[src/rtl/step_counter.sv]
// step_counter
//
// Counts accepted steps from a stream of classified samples.
//
// After a step is accepted, the counter waits for the step to end. A step
// ends on a valid sample with step_in=0. The counter then ignores a fixed
// number of further valid samples (the refractory gap). This stops one
// physical step from being counted more than once. Counting is turned on
// and off through a small command interface, and the count can be read
// as a registered snapshot.
//
// Parameters:
//   CNT_W    width of the step count register
//   MIN_GAP  valid samples ignored after a step ends (1..255)
//
// Ports:
//   clk           single clock, rising-edge
//   rst           synchronous active-high reset
//   step_in       boolean step decision for the current sample
//   sample_valid  step_in carries a new classified sample this cycle
//   cmd_valid     funct is valid this cycle
//   funct         0 = clear count, 1 = count, 2 = suspend (weight update),
//                 3..7 = no effect
//   rd_req        request a snapshot of the count
//   step_count    live step count
//   step_pulse    one-cycle strobe for each counted step
//   sat           sticky: a step was lost because the count was full
//   counting      current state of the enable register
//   rd_valid      one-cycle acknowledge for rd_req
//   rd_data       count snapshot, held between reads

module step_counter #(
  parameter int CNT_W   = 16,
  parameter int MIN_GAP = 8
) (
  input  logic             clk,
  input  logic             rst,
  input  logic             step_in,
  input  logic             sample_valid,
  input  logic             cmd_valid,
  input  logic [2:0]       funct,
  input  logic             rd_req,
  output logic [CNT_W-1:0] step_count,
  output logic             step_pulse,
  output logic             sat,
  output logic             counting,
  output logic             rd_valid,
  output logic [CNT_W-1:0] rd_data
);

  typedef enum logic [1:0] {
    IDLE    = 2'd0,
    HIGH    = 2'd1,
    REFRACT = 2'd2
  } state_t;

  localparam logic [7:0]       GAP_LOAD = 8'(MIN_GAP);
  localparam logic [CNT_W-1:0] CNT_MAX  = {CNT_W{1'b1}};

  state_t           state, state_nxt;
  logic [7:0]       gap_cnt, gap_nxt;
  logic             enable, enable_nxt;
  logic [CNT_W-1:0] count_nxt;
  logic             pulse_nxt, sat_nxt;
  logic             clear_cmd;
  logic             accept;

  assign clear_cmd = cmd_valid && (funct == 3'd0);
  assign counting  = enable;

  // A command updates the enable register for the following cycle.
  // Because of that one-cycle delay, a sample that arrives together
  // with the "count" command is not yet counted.
  always_comb begin
    enable_nxt = enable;
    if (cmd_valid) begin
      if (funct == 3'd1)
        enable_nxt = 1'b1;
      else if ((funct == 3'd0) || (funct == 3'd2))
        enable_nxt = 1'b0;
    end
  end

  // Step detector FSM.
  // A clear command, or counting being disabled, forces IDLE. This
  // discards any step that is still in progress. Cycles without a valid
  // sample leave the state and the gap counter unchanged.
  always_comb begin
    state_nxt = state;
    gap_nxt   = gap_cnt;
    accept    = 1'b0;
    if (clear_cmd || !enable) begin
      state_nxt = IDLE;
      gap_nxt   = '0;
    end else begin
      case (state)
        IDLE: begin
          if (sample_valid && step_in) begin
            accept    = 1'b1;
            state_nxt = HIGH;
          end
        end
        HIGH: begin
          if (sample_valid && !step_in) begin
            state_nxt = REFRACT;
            gap_nxt   = GAP_LOAD;
          end
        end
        REFRACT: begin
          // The sample that empties the gap only closes the refractory
          // window. It is never counted as a step.
          if (sample_valid) begin
            if (gap_cnt <= 8'd1) begin
              gap_nxt   = '0;
              state_nxt = IDLE;
            end else begin
              gap_nxt = gap_cnt - 8'd1;
            end
          end
        end
        default: begin
          state_nxt = IDLE;
          gap_nxt   = '0;
        end
      endcase
    end
  end

  // Count update.
  // accept is never set during a clear, so a clear always wins against
  // a step in the same cycle. At full scale the step is dropped and
  // recorded in sat instead of wrapping the count.
  always_comb begin
    count_nxt = step_count;
    pulse_nxt = 1'b0;
    sat_nxt   = sat;
    if (clear_cmd) begin
      count_nxt = '0;
      sat_nxt   = 1'b0;
    end else if (accept) begin
      if (step_count == CNT_MAX) begin
        sat_nxt = 1'b1;
      end else begin
        count_nxt = step_count + 1'b1;
        pulse_nxt = 1'b1;
      end
    end
  end

  // State registers.
  // The read snapshot takes step_count before this cycle's update. A
  // read issued together with a clear therefore returns the old count.
  always_ff @(posedge clk) begin
    if (rst) begin
      state      <= IDLE;
      gap_cnt    <= '0;
      enable     <= 1'b0;
      step_count <= '0;
      step_pulse <= 1'b0;
      sat        <= 1'b0;
      rd_valid   <= 1'b0;
      rd_data    <= '0;
    end else begin
      state      <= state_nxt;
      gap_cnt    <= gap_nxt;
      enable     <= enable_nxt;
      step_count <= count_nxt;
      step_pulse <= pulse_nxt;
      sat        <= sat_nxt;
      rd_valid   <= rd_req;
      if (rd_req)
        rd_data <= step_count;
    end
  end

endmodule
[config.mk]
export PLATFORM = sky130hd
export DESIGN_NAME = step_counter
export DESIGN_NICKNAME = d
export VERILOG_FILES = /design/src/rtl/step_counter.sv
export SDC_FILE = /design/constraint.sdc
export NUM_CORES = 1
export LEC_CHECK = 0
export ABC_AREA = 1
export CORE_AREA = 2 2 75 77
export DETAILED_ROUTE_END_ITERATION = 10
export DIE_AREA = 0 0 77 79
export MAX_ROUTING_LAYER = met4
export PLACE_DENSITY_LB_ADDON = 0.3
export SYNTH_ARGS = -nofsm -noshare
export SYNTH_HDL_FRONTEND = slang
export SYNTH_SLANG_ARGS = --single-unit
[constraint.sdc]
create_clock -name clk -period 2.26 [get_ports clk]
set_clock_uncertainty 0.05 [all_clocks]
set_input_delay 0.452 -clock clk [delete_from_list [all_inputs] [get_ports clk]]
set_output_delay 0.452 -clock clk [all_outputs]
set_load 0.005 [all_outputs]
==> impl_summary.txt, run 1 <==
----------------------------------------------------
[Status]
  Status ... completed

[Worst setup path]
  Worst setup path category ... register to register
  Most frequent cell on the critical path ... sky130_fd_sc_hd__nand2_1
  Crit path required time ... between 2000 and 2500 ps
  Worst Path Arrival ... 2140 ps
  Peak per-stage delay on the critical path ... 480 ps
  WP depth ... 7
  Type of destination of the critical path ... register
  Top Family by Delay on Critical Path ... compound AO/OA/AOI/OAI gates
  Startpoint types ... register
  Highest fanout seen on the critical path ... 13
  Buffer and inverter count on the worst path ... 0
  Cell count of the worst reg-to-reg path ... 7
  Series of cell instances along the critical path ... ha_1 > nand2_1 > nor2_1 > nand2_2 > o21ai_2 > nand2_1 > a21oi_2
  Cell with the biggest individual delay on the critical path ... sky130_fd_sc_hd__o21ai_2

[Floorplan]
  Number of standard-cell rows in the floorplan ... 27
  Core region area ... 5340 µm²
  Die Outline Area ... 6080 µm²
  Ports placed on the boundary ... 45
  Chip Width ... between 70 and 80 µm
  DIE HEIGHT ... 79 µm
  Effective utilization at floorplan ... between 40% and 50%

[Clock network]
  Number of buffers added by the clock tree synthesis step ... 5
  Clock slew seen by the registers of the worst setup and hold paths ... around 90 ps
  Number of clock sinks ... 46
  Clock latency of the later-clocked register in the worst-skew pair ... ~310 ps
  # hold bufs at CTS ... 0
  Resized Gates After CTS ... 0
  Clock tree buffer depth ... 2
  # Post-CTS Setup Buffers ... 0
  CTS tree ... yes
  Max H-tree Level ... 2
  Root cell of the clock tree ... sky130_fd_sc_hd__clkbuf_8

[Final layout]
  Area added between synthesis and finish ... 28.3%
  Footprint of the multi-input gates ... about 1200 µm²
  ANT cells ... 0
  Layout net count ... 400
  Area occupied by registers ... 921 µm²
  Proportion of layout cells with a drive suffix above 1 ... under 10%
  Leading cell type in the layout, fill and taps excluded ... sky130_fd_sc_hd__nand2_1
  Top library cells by usage in the layout, fill and taps aside ... sky130_fd_sc_hd__nand2_1 (83), sky130_fd_sc_hd__nor2_1 (56), sky130_fd_sc_hd__dfxtp_1 (46)
  Total of fill cells in the finished design ... 550

[Logic synthesis]
  Avg Inst Size Synth ... 6.77 µm²
  Synth Instances ... 336
  Count of distinct cell types in the synthesized netlist ... 25
  Synth Register Bits ... between 40 and 50
  Number of warnings issued by yosys ... 0
  Post-synth net total ... ~350
  Post-synthesis instance area ... about 2300 µm²
  Seq/Total Area, Yosys ... between 40% and 50%

[Route]
  Total routed wirelength ... roughly 5100 µm
  Detailed-routed wire length on met3 ... between 200 and 300 µm
  Routed length on met2 ... ~2200 µm
  Via count ... about 2200
  DRC violations left ... 0
  Number of detailed-route iterations in the first pass ... 5
  Wire per inst ... 11.2 µm
  Number of antenna-violating nets in the routed design ... 0
  Drt first-iter violations ... about 120
  Highest layer used for signal routing ... met4
  Detailed-route vias per instance ... 4.72
  Routed length on met1 ... between 2000 and 3000 µm

[STA]
  Total negative slack for setup checks ... 0 ps
  Setup repair after global routing missed its margin ... no
  Highest clock frequency the design can meet ... 0.513 GHz
  Final Slew Violations ... 0
  Setup violators final ... 0
  Slew at the pin closest to its max-slew limit ... about 550 ps
  Worst relative slew slack ... roughly 63%
  Final Critical Period ... 1950 ps
  Final-report hold violation count ... 0
  Post-route fraction of the period consumed by the critical path ... a little under nine tenths

[Global route]
  Overflow after GRT ... 0
  Gr usage total ... between 10% and 20%
  Via count of the first global-routing pass ... a little under 2000
  Wire length of the first global-routing pass ... 8640 µm
  Largest net degree at the start of global routing ... 17
  Number of antenna violations at the first check in global routing ... 0

[Power and ir drop]
  Peak supply drop ... roughly 0.32 mV
  Total power divided by cell area ... ~540 nW/µm²
  Total Power Consumption ... 0.00157 W
  Leakage power summed over all cells ... roughly 1.1 nW

[Min path]
  Class of the most critical hold timing path ... register to register
  Hold path depth ... 2

[Placed design]
  HPWL after DPL ... roughly 3900 µm
  Final estimated routing congestion in global placement ... 0.895
  Port Buffers ... 44

[Flow run]
  Number of max-cap violations ... 0

----------------------------------------------------
## final cells by class
| class | instances | share of cell area [%] |
|---|---|---|
| Sequential cell | 46 | 31.5 |
| Timing Repair Buffer | 49 | 16.4 |
| Inverter | 41 | 5.27 |
| Tap cell | 72 | 3.09 |
| Clock inverter | 3 | 1.54 |
| Multi-Input combinational cell | 242 | 39.8 |
| Clock buffer | 5 | 2.36 |
## Yosys cell counts
library cell	number	area (µm²)
sky130_fd_sc_hd__nor2_2	3	18.8
sky130_fd_sc_hd__nand3b_1	1	7.51
sky130_fd_sc_hd__buf_2	1	5.00
sky130_fd_sc_hd__buf_6	1	11.3
sky130_fd_sc_hd__nand2_2	2	12.5
sky130_fd_sc_hd__nand3_1	20	100
sky130_fd_sc_hd__nor3_1	2	10.0
sky130_fd_sc_hd__xor2_1	6	52.6
sky130_fd_sc_hd__inv_1	41	154
sky130_fd_sc_hd__a21oi_1	24	120
sky130_fd_sc_hd__nand2_1	83	312
sky130_fd_sc_hd__buf_1	1	3.75
sky130_fd_sc_hd__buf_4	1	7.51
sky130_fd_sc_hd__a21oi_2	4	35.0
sky130_fd_sc_hd__a211oi_1	1	7.51
sky130_fd_sc_hd__nor2_4	1	11.3
sky130_fd_sc_hd__nand3_2	2	20.0
sky130_fd_sc_hd__nand4_1	6	37.5
sky130_fd_sc_hd__clkbuf_1	3	11.3
sky130_fd_sc_hd__o21ai_0	23	115
sky130_fd_sc_hd__dfxtp_1	46	921
sky130_fd_sc_hd__nor2_1	56	210
sky130_fd_sc_hd__o21ai_2	1	8.76
sky130_fd_sc_hd__xnor2_1	1	8.76
sky130_fd_sc_hd__ha_1	6	75.1
## through the flow
stage | setup WS [ps] | cell area [µm²] | util [%] | hold slack, ps | cells
2_1_floorplan | 641 | 2280 | - | 392 | 336
3_3_place_gp | 257 | 2810 | 52.6 | 413 | 450
3_5_place_dp | 173 | 2810 | 52.6 | 414 | 450
4_1_cts | 309 | 2920 | 54.7 | 427 | 458
5_1_grt | 147 | 2920 | 54.7 | 459 | 458
6_report | 312 | 2920 | 54.7 | 427 | 458
## metal layers
layer	track usage [%]	vias up
li1	-	1163
met1	23.0	942
met3	4.20	6
met4	6.96	0
met2	28.3	53
met5	-	-
## sequential cells by signal (all words and copies together), names as in the netlist
register,count
step_pulse,1
gap_cnt,8
state,2
step_count,16
rd_valid,1
sat,1
counting,1
rd_data,16
## tightest hold or removal path, stage by stage, from the launching register on
cell and delay [ps]:
sky130_fd_sc_hd__dfxtp_1 320, sky130_fd_sc_hd__nand2_1 60, sky130_fd_sc_hd__a21oi_1 60
## final timing paths
check | end | slack [ps] | start
min reg2reg | gap_cnt[1] | 430 | gap_cnt[1]
max | step_count[10] | 310 | step_count[1]
max reg2reg | step_count[10] | 310 | step_count[1]
min | gap_cnt[1] | 430 | gap_cnt[1]
## where the power goes
group / internal [W] / switching [W]
Combinational: 0.0000616 / 0.0000579
Clock: 0.000329 / 0.000289
Sequential: 0.000827 / 0.00000935
Total: 0.00122 / 0.000357
## cell families after synthesis
logic type	Yosys count	share of synthesized area (%)
flip-flops	46	40.5
adder cells (fa/ha/maj)	6	3.30
AO/OA/AOI/OAI	53	12.6
buffers and inverters	48	8.47
XOR/XNOR	7	2.69
AND/OR/NAND/NOR	176	32.5
(Power assumes the default switching activity.)
==> run 2: changes to the inputs <==
--- a/config.mk
+++ b/config.mk
@@ -10,7 +10,7 @@
 export DETAILED_ROUTE_END_ITERATION = 10
 export DIE_AREA = 0 0 77 79
 export MAX_ROUTING_LAYER = met4
-export PLACE_DENSITY_LB_ADDON = 0.3
+export PLACE_DENSITY_LB_ADDON = 0.05
 export SYNTH_ARGS = -nofsm -noshare
 export SYNTH_HDL_FRONTEND = slang
 export SYNTH_SLANG_ARGS = --single-unit
==> run 2 against run 1 <==
Clock power is 20% lower. Sequential power hardly changed. Global-route usage is 1.1 points higher. Flip-flop and latch count stayed put.
==> impl_summary.txt, run 2 (synthesis gave the netlist of run 1 again) <==
----------------------------------------------------
[Floorplan]
  Number of standard-cell rows in the floorplan ... 27
  Effective utilization at floorplan ... between 40% and 50%
  Die Outline Area ... 6080 µm²
  Core region area ... 5340 µm²
  DIE HEIGHT ... around 80 µm
  Ports placed on the boundary ... 45
  Chip Width ... 77 µm

[Worst setup path]
  Peak per-stage delay on the critical path ... ~560 ps
  Cell count of the worst reg-to-reg path ... 7
  Worst Path Arrival ... 1340 ps
  Highest fanout seen on the critical path ... 6
  Series of cell instances along the critical path ... clkdlybuf4s50_1
  Type of destination of the critical path ... output port
  Cell with the biggest individual delay on the critical path ... sky130_fd_sc_hd__clkdlybuf4s50_1
  Top Family by Delay on Critical Path ... buffers and inverters
  Crit path required time ... between 1500 and 2000 ps
  WP depth ... 1
  Worst setup path category ... register to output port
  Startpoint types ... register
  Buffer and inverter count on the worst path ... 1

[Placed design]
  Final estimated routing congestion in global placement ... 0.887
  Port Buffers ... 44
  HPWL after DPL ... around 4000 µm
  Post-Place Cell Area ... approximately 2800 µm²

[Clock network]
  # Post-CTS Setup Buffers ... 0
  Clock tree buffer depth ... 2
  Resized Gates After CTS ... 0
  # hold bufs at CTS ... 0
  Number of buffers added by the clock tree synthesis step ... 5
  Number of clock sinks ... between 40 and 50
  Clock slew seen by the registers of the worst setup and hold paths ... about 80 ps
  Max H-tree Level ... 2
  Clock latency of the later-clocked register in the worst-skew pair ... approximately 300 ps
  Root cell of the clock tree ... sky130_fd_sc_hd__clkbuf_8
  CTS tree ... yes

[Global route]
  Wire length of the first global-routing pass ... roughly 9100 µm
  Number of antenna violations at the first check in global routing ... 0
  Overflow after GRT ... 0
  Via count of the first global-routing pass ... 1965
  Largest net degree at the start of global routing ... 18
  Gr usage total ... between 15 and 20%

[STA]
  Post-route fraction of the period consumed by the critical path ... around 81%
  Worst relative slew slack ... 61.4%
  Post-Route Hold Slack ... about 440 ps
  Slew at the pin closest to its max-slew limit ... slightly below 600 ps
  Final Slew Violations ... 0
  Setup repair after global routing missed its margin ... no
  Final-report hold violation count ... 0
  Final Critical Period ... roughly 1800 ps
  Setup violators final ... 0
  Total negative slack for setup checks ... 0 ps
  Highest clock frequency the design can meet ... 0.544 GHz

[Final layout]
  Top library cells by usage in the layout, fill and taps aside ... sky130_fd_sc_hd__nand2_1 (83), sky130_fd_sc_hd__nor2_1 (56), sky130_fd_sc_hd__dfxtp_1 (46)
  Footprint of the multi-input gates ... about 1200 µm²
  Top Registers ... rd_data: 16 flops, step_count: 16 flops, gap_cnt: 8 flops
  Layout net count ... 403
  Total of fill cells in the finished design ... 570
  Proportion of layout cells with a drive suffix above 1 ... under 10%
  Area occupied by registers ... slightly above 900 µm²
  Final instance area ... between 2000 and 3000 µm²
  ANT cells ... 0
  Leading cell type in the layout, fill and taps excluded ... sky130_fd_sc_hd__nand2_1
  Area added between synthesis and finish ... 28.0%

[Min path]
  Class of the most critical hold timing path ... register to register
  Hold path depth ... 2

[Route]
  Detailed-route vias per instance ... approximately 4.8
  Drt first-iter violations ... 141
  DRC violations left ... 0
  Total routed wirelength ... between 5000 and 6000 µm
  Wire per inst ... 11.7 µm
  Number of detailed-route iterations in the first pass ... 5
  Via count ... around 2200
  Number of antenna-violating nets in the routed design ... 0

[Power and ir drop]
  Total power divided by cell area ... ~500 nW/µm²
  Leakage power summed over all cells ... 1.12 nW
  Peak supply drop ... around 0.34 mV

[Status]
  Status ... completed

[Flow run]
  Number of max-cap violations ... 0

----------------------------------------------------
[run 2: cell types whose count changed in the layout (fill, tap and decap cells not counted)]
cell                         previous run  this run
sky130_fd_sc_hd__clkinvlp_4             2         0
sky130_fd_sc_hd__clkbuf_1               0         1
sky130_fd_sc_hd__bufinv_16              1         0
sky130_fd_sc_hd__buf_4                  5         8
sky130_fd_sc_hd__clkinv_4               0         1
sky130_fd_sc_hd__clkinv_2               0         1
[run 2: metal layers]
metal | global-route usage (%) | part of all wire (%)
met3 | 4.89 | 5.8
met4 | 4.46 | 0.89
met5 | - | 0
met1 | 26.2 | 51
met2 | 28.9 | 43
[run 2: report_power, final]
group	internal, W	switching (W)
sequential	0.000827	0.00000841
combinational	0.0000609	0.0000596
clock	0.000218	0.000277
[run 2: cell type report]
class                      instances  area share [%]
multi-input combinational        242            39.9
sequential                        46            31.6
timing repair buffer              52            17.2
inverter                          41            5.28
tap                               72            3.09
clock buffer                       6            2.49
clock inverter                     2           0.472
[run 2: final timing paths]
check / start / endpoint / slack [ps]
worst max-delay path: step_count[4] / step_count[4] / 420
worst min-delay path: gap_cnt[1] / gap_cnt[1] / 440
worst max register to register: step_count[0] / step_count[7] / 440
worst min register to register: gap_cnt[1] / gap_cnt[1] / 440
[run 2: through the flow]
stage	setup WS (ps)	total power (W)	cells	utilization [%]
final	423	0.00145	461	54.6
after global routing	233	0.00152	461	54.6
after CTS	413	0.00147	461	54.6
after detailed placement	196	0.000975	453	53.0
after global placement	238	0.000975	453	53.0
after floorplan	641	0.000908	336	-
==> run 3: changes to the inputs <==
==> constraint.sdc (replaced) <==
create_clock -name clk -period 1.9 [get_ports clk]
set_clock_uncertainty 0.05 [all_clocks]
set_input_delay 0.38 -clock clk [delete_from_list [all_inputs] [get_ports clk]]
set_output_delay 0.38 -clock clk [all_outputs]
set_load 0.005 [all_outputs]
==> run 3 against run 2 <==
Global-route usage is 1.7 points higher. Sequential power is 19% higher. Design area is 6.2% higher. Critical path depth is 1 higher. Clock-buffer cell count is 1 lower. Wire length is 7.2% higher. Worst setup slack worse by 290 ps. Critical path type unchanged.
==> impl_summary.txt, run 3 (synthesis gave the netlist of run 1 again) <==
----------------------------------------------------
[Power and ir drop]
  Peak supply drop ... 0.305 mV
  Total Power Consumption ... approximately 0.0019 W
  Leakage power summed over all cells ... roughly 1.2 nW
  Total power divided by cell area ... 606 nW/µm²

[Final layout]
  Top library cells by usage in the layout, fill and taps aside ... sky130_fd_sc_hd__nand2_1 (83), sky130_fd_sc_hd__nor2_1 (55), sky130_fd_sc_hd__dfxtp_1 (46)
  Leading cell type in the layout, fill and taps excluded ... sky130_fd_sc_hd__nand2_1
  ANT cells ... 0
  Layout net count ... between 400 and 500
  Area added between synthesis and finish ... 36.0%
  Top Registers ... rd_data: 16 flops, step_count: 16 flops, gap_cnt: 8 flops
  Proportion of layout cells with a drive suffix above 1 ... about an eighth

[Floorplan]
  Effective utilization at floorplan ... a little over two fifths
  Core region area ... around 5300 µm²
  Number of standard-cell rows in the floorplan ... 27
  DIE HEIGHT ... roughly 80 µm
  Ports placed on the boundary ... 45
  Die Outline Area ... between 6000 and 7000 µm²
  Chip Width ... approximately 77 µm

[Worst setup path]
  Worst Path Arrival ... approximately 1300 ps
  Worst setup path category ... register to output port
  Type of destination of the critical path ... output port
  Startpoint types ... register
  Start point of the critical path ... step_count[4]
  Highest fanout seen on the critical path ... 5
  Crit path required time ... around 1500 ps
  Launching point of the worst reg2reg path ... step_count[0]

[Placed design]
  Port Buffers ... 44
  Post-Place Worst Slack ... -26.6 ps
  Final estimated routing congestion in global placement ... between 0.8 and 0.9
  HPWL after DPL ... between 4000 and 5000 µm

[Global route]
  Via count of the first global-routing pass ... 2134
  Wire length of the first global-routing pass ... just under 10000 µm
  Number of antenna violations at the first check in global routing ... 0
  Overflow after GRT ... 0
  Largest net degree at the start of global routing ... 17
  Gr usage total ... approximately a fifth

[Clock network]
  Number of clock sinks ... 46
  CTS tree ... yes
  Number of buffers added by the clock tree synthesis step ... 5
  Root cell of the clock tree ... sky130_fd_sc_hd__clkbuf_8
  # hold bufs at CTS ... 0
  Clock slew seen by the registers of the worst setup and hold paths ... ~90 ps
  Max H-tree Level ... 2
  Clock latency of the later-clocked register in the worst-skew pair ... around 310 ps
  Clock tree buffer depth ... 2

[STA]
  Total negative slack for setup checks ... 0 ps
  Final-report hold violation count ... 0
  Worst relative slew slack ... between 70% and 80%
  Slew at the pin closest to its max-slew limit ... 402 ps
  Final Slew Violations ... 0
  Setup violators final ... 0
  Final Critical Period ... 1760 ps
  Final critical-path setup slack ... roughly 140 ps
  Post-route fraction of the period consumed by the critical path ... between 90 and 100%
  Setup repair after global routing missed its margin ... no
  Highest clock frequency the design can meet ... around 0.57 GHz

[Min path]
  Startpoint of the worst hold path ... gap_cnt[1]
  Class of the most critical hold timing path ... register to register

[Route]
  Total routed wirelength ... 5790 µm
  Via count ... 2290
  Number of detailed-route iterations in the first pass ... 4
  Detailed-route vias per instance ... 4.78
  Wire per inst ... 12.1 µm
  Drt first-iter violations ... 152
  Number of antenna-violating nets in the routed design ... 0
  DRC violations left ... 0

[Flow run]
  Number of max-cap violations ... 0

[Status]
  Status ... completed

----------------------------------------------------
==> run 3: path summary, 6_finish.rpt <==
path                            slack, ps  cells past startpoint             to
worst max-delay path                  140                      2  step_count[4]
worst min-delay path                  420                      2     gap_cnt[1]
worst max register to register        270                      7  step_count[9]
worst min register to register        420                      2     gap_cnt[1]
==> run 3: metrics by stage <==
stage | std cells | utilization, % | instance area [µm²] | hold slack, ps
6_report | 479 | 58.0 | 3090 | 420
5_1_grt | 479 | 58.0 | 3090 | 450
4_1_cts | 479 | 57.8 | 3080 | 428
3_5_place_dp | 471 | 55.7 | 2980 | 416
3_3_place_gp | 471 | 55.7 | 2980 | 400
2_1_floorplan | 336 | - | 2280 | 392
==> run 3: routing by layer <==
layer  routed length [µm]  vias to the layer above  global-route usage (%)
met4                   61                        0                    5.71
met2                 2500                       55                    32.5
met3                  281                        6                    4.55
met1                 2950                     1026                    27.6
met5                    0                        -                       -
li1                     -                     1203                       -
==> run 3: cell type report <==
type                       instances  area (µm²)
clock inverter                     3        40.0
multi-input combinational        242        1170
inverter                          41         154
fill                             543        2240
sequential                        46         921
clock buffer                       5        68.8
tap                               72        90.1
timing repair buffer              70         648
==> run 3: worst max-delay path, cell delays in order, from the launching register on <==
cell                              delay (ps)
sky130_fd_sc_hd__dfxtp_1                 370
sky130_fd_sc_hd__buf_4                   160
sky130_fd_sc_hd__clkdlybuf4s50_1         500
==> run 3: where the power goes <==
part	leakage (nW)	switching [W]	internal, W
sequential	0.374	0.00000979	0.000984
combinational	0.800	0.0000730	0.0000786
clock	0.0579	0.000344	0.000387
==> run 3: timing repair <==
item                                    CTS  global route
hold endpoints to repair                  0             0
resized for setup                         0             2
buffers inserted                          0             0
endpoints found under the setup margin    0            16
==> RTL edit (config.mk and constraints of run 2) <==
Remove the register `rd_valid`: a continuous assignment takes its place, so the output `rd_valid` follows one clock earlier. Comments in the files are not updated.
--- a/src/rtl/step_counter.sv
+++ b/src/rtl/step_counter.sv
@@ -160,3 +160,2 @@
       sat        <= 1'b0;
-      rd_valid   <= 1'b0;
       rd_data    <= '0;
@@ -169,3 +168,2 @@
       sat        <= sat_nxt;
-      rd_valid   <= rd_req;
       if (rd_req)
@@ -175,2 +173,4 @@
 
+  assign rd_valid = rd_req;
+
 endmodule
Check against the original RTL: not equivalent (a bounded check fails within 4 cycles, from zero or initial values and one cycle with rst high).
==> RTL edit against run 2 <==
- final area is 0.99% lower
- wire length hardly changed
- power is 0.91% higher
- clock power is 6.7% higher
- worst setup slack worse by 90 ps
- area after synthesis is 0.66% lower
- via count is 1.5% lower
- critical path depth is 1 higher
- sequential cell count is 1 lower
- critical path type is now in2out
- critical endpoint is now rd_valid
- largest cell class unchanged
- highest routed layer unchanged
==> RTL edit: results (changes against run 2) <==
** GRT
- Number of antenna violations at the first check in global routing :: 0 (unchanged)
- The wire length of the first global-routing pass came to 8.75 mm (-3.9%).
- The global-route total usage across every layer is 0.187 (-0.00518).
- Number of global-route vias before repair :: 1872 (-4.7%)
- Largest net degree at the start of global routing :: 27 (+9)

** Min path
- Launch instance of the worst min-delay path :: sat
- In this run the worst hold path is classified as reg2reg.

** Outcome
- The run finished with clean final reports.

** Critical path
- Critical path arrival :: 1430 ps (+90 ps)
- The delay of the slowest cell on the worst path came to 500 ps (-60 ps).
- The maximum fanout along the worst path was 2 (-4).
- Broken down by cell family, the worst path's largest delay share belongs to buffers and inverters.
- Setup crit start :: rd_req
- Slowest cell on the critical path :: sky130_fd_sc_hd__clkdlybuf4s50_1
- Beginning of the worst register-to-register path :: step_count[0]

** Power
- The internal power contribution was 1090 uW (-1.1%).
- The leakage power total is 0.00113 uW (+0.53%).
- The worst vdd rail ir drop was 0.317 mV (-5.6%).

** Synth
- Sorting the synthesized cells by how often they occur yields sky130_fd_sc_hd__nand2_1, sky130_fd_sc_hd__nor2_1, sky130_fd_sc_hd__dfxtp_1.
- sky130_fd_sc_hd__nand2_1 is the most common cell in the netlist.
- By area the synthesized netlist is led by sky130_fd_sc_hd__dfxtp_1, sky130_fd_sc_hd__nand2_1, sky130_fd_sc_hd__nor2_1, sky130_fd_sc_hd__inv_1, sky130_fd_sc_hd__o21ai_0.
- The count of cell types in the netlist came to 25 (unchanged).
- Sequential share of the synthesized area :: 0.398 (-0.00617)
- The async set or reset register ratio after synthesis is 0 (unchanged).
- Nets in the synthesized netlist :: 353 (+0.57%)
- Among all flip-flop cells after synthesis, the most frequent one is sky130_fd_sc_hd__dfxtp_1.
- The number of warnings issued by yosys is 0 (unchanged).

** Place
- The placed cell area came to 2790 sq um (-1.3%).
- DP Worst Slack :: 151 ps (-44.2 ps)
- The number of input and output port buffers inserted was 44 (unchanged).
- Placer Congestion :: 0.837 (-5.6%)
- The sum of net half-perimeters after detailed placement came to 3.99 mm (-2.7%).

** STA
- Post-Route Setup TNS :: 0 ps (unchanged)
- Worst Tran Pin Value :: 559 ps (-20.5 ps)

** CTS
- The TritonCTS buffer count was 5 (unchanged).
- Clock Latency Late Sink :: 310 ps
- Root Buffer :: sky130_fd_sc_hd__clkbuf_8
- After clock tree synthesis, the clock-pin slew on the worst setup and hold paths is 90 ps.
- CTS H-Tree Depth :: 2 (unchanged)
- The post-CTS repair timing setup buffer count is 0 (unchanged).
- Clock Path Buffers :: 2 (unchanged)
- Resize count post-CTS :: 0 (unchanged)

** Drt
- The iteration count of the initial detailed-routing pass came to 5 (unchanged).
- Detailed-route wire length :: 5.41 mm (about the same)
- The DRC marker count from the first detailed-route iteration is 119 (-16%).
- The number of vias per cell after detailed routing is 4.73 (-1.3%).

** Layout
- In the final layout, the registers with the most flip-flops are rd_data x16, step_count x16, gap_cnt x8.
- Layout cells sized above 1 :: 0.0670 (-0.00497)
- Post-layout net count :: 402 (-0.25%)
- The antenna diode count came to 0 (unchanged).
[RTL edit: cell types whose count changed in the layout (fill, tap and decap cells not counted), moves of 2 or more]
| cell | delta |
|---|---|
| sky130_fd_sc_hd__nand3_1 | -2 |
| sky130_fd_sc_hd__nor2_1 | +4 |
| sky130_fd_sc_hd__nand2_1 | +3 |
| sky130_fd_sc_hd__buf_4 | -2 |
| sky130_fd_sc_hd__a21oi_1 | -2 |
[RTL edit: cells by family after synthesis]
family	count (synthesis)	synth area share
AO/OA/AOI/OAI	52	0.125
XOR/XNOR	7	0.0271
adder cells (fa/ha/maj)	6	0.0332
buffers and inverters	48	0.0869
flip-flops	45	0.398
AND/OR/NAND/NOR	180	0.330
[RTL edit: routing by layer]
layer / up-vias / global-route usage / part of all wire
li1: 1165 / - / -
met5: - / - / 0
met2: 45 / 0.263 / 0.40
met4: 0 / 0.0750 / 0.017
met1: 956 / 0.261 / 0.54
met3: 8 / 0.0409 / 0.041
[RTL edit: final cells by class]
cell class                 instances  area (sq um)
fill                             588          2450
multi-input combinational        245          1160
sequential                        45           901
timing repair buffer              50           485
inverter                          40           150
tap                               72          90.1
clock buffer                       5          68.8
clock inverter                     3          26.3
[RTL edit: worst paths after layout]
check / end / slack [ps] / cells after the start
setup / recovery: rd_valid / 330 / 2
hold / removal: sat / 420 / 2
setup reg to reg: step_count[9] / 470 / 7
hold reg to reg: sat / 420 / 2
[RTL edit: through the flow]
step	utilization	cells	total power [uW]	hold WS (ps)
after floorplan	-	338	890	392
after global placement	0.523	452	954	398
after detailed placement	0.523	452	954	406
after CTS	0.541	460	1480	425
after global routing	0.541	460	1530	457
final	0.541	460	1460	419
[RTL edit: power by group through the flow]
stage	Sequential (uW)	Clock, uW	Combinational (uW)
after global placement	835	0	119
after global routing	819	574	134
after CTS	817	547	121
after floorplan	836	0	53.4
after detailed placement	835	0	120
final	817	528	120
